`config.mk`:
```
export PLATFORM = sky130hd
export DESIGN_NAME = fetch_stage
export DESIGN_NICKNAME = d
export VERILOG_FILES = /design/src/rtl/fetch_stage.sv
export SDC_FILE = /design/constraint.sdc
export NUM_CORES = 1
export LEC_CHECK = 0
export ABC_CLOCK_PERIOD_IN_PS = 4700
export BUFFER_PORTS_ARGS = -buffer_cell sky130_fd_sc_hd__buf_2
export CORE_AREA = 3 3 119 121
export CTS_CLUSTER_DIAMETER = 60
export CTS_CLUSTER_SIZE = 40
export DETAILED_ROUTE_END_ITERATION = 12
export DIE_AREA = 0 0 122 124
export GPL_TIMING_DRIVEN = 0
export PLACE_DENSITY = 0.79
export SKIP_LAST_GASP = 1
export SLEW_MARGIN = 10
export SYNTH_ARGS = -nofsm -noshare
export SYNTH_HDL_FRONTEND = slang
export SYNTH_SLANG_ARGS = --single-unit
```
`constraint.sdc`:
```
create_clock -name clk -period 4.7 [get_ports clk]
set_input_delay 0.94 -clock clk [delete_from_list [all_inputs] [get_ports clk]]
set_output_delay 0.94 -clock clk [all_outputs]
set_load 0.01 [all_outputs]
```
`src/rtl/fetch_stage.sv`:
```
// ============================================================================
// fetch_stage : RV32I fetch with imem req/ack, decode valid/ready and redirects
// Revision    : 1.0
// ============================================================================
`default_nettype none

module fetch_stage #(
    parameter int unsigned      XLEN      = 32,
    parameter logic [XLEN-1:0]  RESET_PC  = '0,
    parameter logic [31:0]      NOP_INSTR = 32'h0000_0013
) (
    input  logic            clk,
    input  logic            rst,
    output logic            imem_req_o,
    output logic [XLEN-1:0] imem_addr_o,
    input  logic            imem_ack_i,
    input  logic [31:0]     imem_rdata_i,
    output logic [31:0]     instr_o,
    output logic [XLEN-1:0] instr_pc_o,
    output logic            instr_valid_o,
    input  logic            instr_ready_i,
    input  logic            redirect_valid_i,
    input  logic [XLEN-1:0] redirect_pc_i,
    output logic            misaligned_err_o
);

    typedef enum logic [1:0] {
        S_FETCH = 2'd0,
        S_WAIT  = 2'd1,
        S_HOLD  = 2'd2
    } state_e;

    localparam logic [XLEN-1:0] PC_STEP = XLEN'(4);

    state_e          state_q, state_d;
    logic [XLEN-1:0] pc_q, pc_d;
    logic            kill_q, kill_d;
    logic            req_q, req_d;
    logic [XLEN-1:0] addr_q, addr_d;
    logic [31:0]     instr_q, instr_d;
    logic [XLEN-1:0] ipc_q, ipc_d;
    logic            valid_q, valid_d;
    logic            err_q, err_d;

    logic [XLEN-1:0] redirect_tgt;
    assign redirect_tgt = {redirect_pc_i[XLEN-1:2], 2'b00};

    always_ff @(posedge clk or posedge rst) begin
        if (rst) begin
            state_q <= S_FETCH;
            pc_q    <= RESET_PC;
            kill_q  <= 1'b0;
            req_q   <= 1'b0;
            addr_q  <= '0;
            instr_q <= NOP_INSTR;
            ipc_q   <= '0;
            valid_q <= 1'b0;
            err_q   <= 1'b0;
        end else begin
            state_q <= state_d;
            pc_q    <= pc_d;
            kill_q  <= kill_d;
            req_q   <= req_d;
            addr_q  <= addr_d;
            instr_q <= instr_d;
            ipc_q   <= ipc_d;
            valid_q <= valid_d;
            err_q   <= err_d;
        end
    end

    always_comb begin
        state_d = state_q;
        pc_d    = pc_q;
        kill_d  = kill_q;
        req_d   = req_q;
        addr_d  = addr_q;
        instr_d = instr_q;
        ipc_d   = ipc_q;
        valid_d = valid_q;
        err_d   = err_q;

        case (state_q)
            S_FETCH: begin
                // A redirect here still issues the old-pc request; it is squashed on return.
                addr_d  = pc_q;
                req_d   = 1'b1;
                state_d = S_WAIT;
                if (redirect_valid_i) begin
                    kill_d = 1'b1;
                end
            end
            S_WAIT: begin
                if (imem_ack_i) begin
                    req_d = 1'b0;
                    if (kill_q || redirect_valid_i) begin
                        kill_d  = 1'b0;
                        state_d = S_FETCH;
                    end else begin
                        instr_d = imem_rdata_i;
                        ipc_d   = addr_q;
                        valid_d = 1'b1;
                        pc_d    = addr_q + PC_STEP;
                        state_d = S_HOLD;
                    end
                end else if (redirect_valid_i) begin
                    kill_d = 1'b1;
                end
            end
            S_HOLD: begin
                if (instr_ready_i || redirect_valid_i) begin
                    valid_d = 1'b0;
                    instr_d = NOP_INSTR;
                    state_d = S_FETCH;
                end
            end
            default: begin
                state_d = S_FETCH;
            end
        endcase

        if (redirect_valid_i) begin
            pc_d = redirect_tgt;
            if (redirect_pc_i[1:0] != 2'b00) begin
                err_d = 1'b1;
            end
        end
    end

    assign imem_req_o       = req_q;
    assign imem_addr_o      = addr_q;
    assign instr_o          = instr_q;
    assign instr_pc_o       = ipc_q;
    assign instr_valid_o    = valid_q;
    assign misaligned_err_o = err_q;

endmodule

`default_nettype wire

```
==> reports/metrics.csv <==
metric,value,unit
outcome,completed,
clock.fmax,0.453,GHz
synth-seq-cells,134,
fp.dieH,124,microns
cts_resized,0,
worst_pin_slew,0.708,ns
critical-path-max-stage-delay,0.39,ns
track_usage,0.213,
via_per_inst,5.04,
power.density,573,nW/um^2
cts_setup_buffers,0,
antenna_found_initial,1,
grt_start_max_net_pins,70,
syn_inst,595,
seq_area_frac_synth,0.571,
startpoint_type,input port,
finalSetupViolCount,0,
period_minus_slack,2.21,ns
synth-edff-count,0,
cp_cell_sequence,buf_2 > nand4bb_1 > or2_2 > clkbuf_1 > buf_2 > buf_2 > nand2_1 > nand2_1,
drive_gt1_frac,0.327,
end_kind,register,
slowest_stage,buf_2,
p_leak,0.00386,uW
start_util,0.445,
die-area,15100,sq um
synthToLayoutAreaGrowth,28.8,%
criticalPathCategory,in2reg,
crit_family,buffers and inverters,
cts.sinks,134,
antennaDiodeCount,0,
postSynthAreaPerCell,9.88,sq um
root_buffer,clkbuf_16,
finalNetCount,852,
hold_viol,0,
synth_area,5880,sq um
drt_wl_total,15.9,mm
wl_per_cell,16.4,microns
die_w,122,microns
synth.distinct_cells,41,
synth_nets,665,
core_area,13200,sq um
maxCapViolCount,0,
peakVddDrop,0.276,mV
required,5.06,ns
finalClockSkew,0.00801,ns
dr.pass1.iters,4,
grt_pass1_wl,24.7,mm
synth_async_sr_flop_share,1.00,
dp_hpwl,11.2,mm
h-tree-depth,4,
io_buffers,167,
grt-ovfl-total,0,
cp_common_cell,buf_2,
synth_ff_type,dfrtp_1,
cts.path.max_buffers,2,
place_area,6960,sq um
yosysWarnings,0,
clk_pin_slew_worst_paths,0.06,ns
ant_nets,0,
finalCritPeriodShare,0.470,
vias,4895,
pre_cts_ws,2.06,ns
numCtsBuffers,17,
route.detailed.drc,0,
crit_arrival,2.57,ns
num-fill-cells,1157,
final_area,7570,sq um
first_global_vias,4752,
drv_slew,0,
tritoncts,built,
crit_buf_inv,4,
min_path_type,reg2reg,
clock_latency,0.42,ns
gp_congestion,0.803,
hold_buffers,0,
top_level_ports,168,
critPathMaxFanout,10,
max-slew-margin-rel,0.523,
rsz0062_at_grt,false,
drt_iter0_drc,316,
setup_slack,2.49,ns
num_rows,42,
## cell usage after synthesis, types with 2 or more instances
cell type	number	area share
nand2_1	204	0.13
dfrtp_1	131	0.56
nand3_1	42	0.036
mux2_2	31	0.059
clkbuf_1	22	0.014
nor2_1	19	0.012
o21ai_0	18	0.015
a21oi_1	17	0.014
xor2_1	14	0.021
xnor2_1	11	0.016
buf_2	10	0.0085
o221ai_1	10	0.015
inv_1	8	0.0051
nand4_1	7	0.0075
nor3b_1	5	0.0064
a31oi_1	4	0.0043
mux2i_1	4	0.0068
o221ai_2	4	0.010
and3_1	3	0.0032
dfstp_2	3	0.013
or2_2	3	0.0032
and4_1	2	0.0030
buf_4	2	0.0026
nor4_4	2	0.0072
o31ai_1	2	0.0026
or3_1	2	0.0021
## cell type report
class / instances / area [sq um] / area share
plain buffers: 35 / 151 / 0.0200
multi-input cells: 418 / 2340 / 0.309
flip-flops and latches: 134 / 3360 / 0.444
inverters: 8 / 35.0 / 0.00463
well taps: 176 / 220 / 0.0291
clock inverters: 11 / 124 / 0.0164
repair buffers: 168 / 863 / 0.114
clock buffers: 21 / 480 / 0.0635
## per-layer routing
metal	up-vias	global-route usage	share of wire
met4	2	0.0742	0.015
met3	16	0.0550	0.056
met1	2389	0.289	0.45
met5	-	0	0.00082
met2	124	0.334	0.48
li1	2364	-	-
## registers in the layout, summed over array words and instances, names as in the netlist
name / cells
instr_valid_o: 1
instr_o: 32
state_q: 2
imem_req_o: 1
pc_q: 32
instr_pc_o: 32
kill_q: 1
misaligned_err_o: 1
imem_addr_o: 32
## cell usage in the layout (no fill, tap or decap), types with 2 or more instances in the layout
| master | synthesis | routed |
|---|---|---|
| and3_1 | 3 | 3 |
| mux2_2 | 31 | 31 |
| bufinv_16 | 0 | 2 |
| o31ai_1 | 2 | 2 |
| xor2_1 | 14 | 14 |
| buf_4 | 2 | 2 |
| o221ai_2 | 4 | 4 |
| buf_2 | 10 | 177 |
| o21ai_0 | 18 | 18 |
| inv_1 | 8 | 7 |
| or2_2 | 3 | 3 |
| nor2_1 | 19 | 19 |
| clkinv_4 | 0 | 3 |
| mux2i_1 | 4 | 4 |
| clkbuf_16 | 0 | 17 |
| or3_1 | 2 | 2 |
| nor3b_1 | 5 | 5 |
| clkbuf_8 | 0 | 4 |
| a21oi_1 | 17 | 17 |
| a31oi_1 | 4 | 4 |
| nand2_1 | 204 | 204 |
| nand3_1 | 42 | 42 |
| nand4_1 | 7 | 7 |
| and4_1 | 2 | 2 |
| xnor2_1 | 11 | 11 |
| dfrtp_1 | 131 | 131 |
| clkinvlp_4 | 0 | 3 |
| nor4_4 | 2 | 2 |
| clkinv_2 | 0 | 3 |
| clkbuf_1 | 22 | 22 |
| o221ai_1 | 10 | 10 |
| dfstp_2 | 3 | 3 |
## final timing paths
kind,slack (ns),from,to,cells past startpoint
min reg2reg,0.46,misaligned_err_o,misaligned_err_o,1
min,0.46,misaligned_err_o,misaligned_err_o,1
max reg2reg,2.58,imem_addr_o[2],pc_q[30],6
max in group asynchronous,3.34,rst,instr_o[0],3
max,2.49,imem_ack_i,instr_pc_o[30],8
min in group asynchronous,0.59,rst,instr_o[16],2
## logic make-up after synthesis
logic type | share of synthesized area
xor gates and xnor gates | 0.0373
AOI/OAI and AO/OA | 0.0669
and+or+nand+nor | 0.225
adders and majority gates | 0.00213
muxes | 0.0662
buffers and inverters | 0.0309
DFF | 0.571
## report_power, final
| group | internal, uW | switching [uW] | total, uW |
|---|---|---|---|
| registers | 1530 | 316 | 1840 |
| clock network | 835 | 493 | 1330 |
| logic | 523 | 638 | 1160 |
## per-stage QoR
step	std cells	hold slack, ns	util	TNS, ns	power, uW
detailed placement	939	0.452	0.528	0	3020
CTS	971	0.466	0.574	0	4360
global placement	938	0.446	0.526	-179.97	2980
floorplan	595	0.450	-	0	2470
finish	971	0.462	0.574	0	4330
global route	971	0.469	0.574	0	4590
Note: power is estimated with default switching activity, not from simulation.
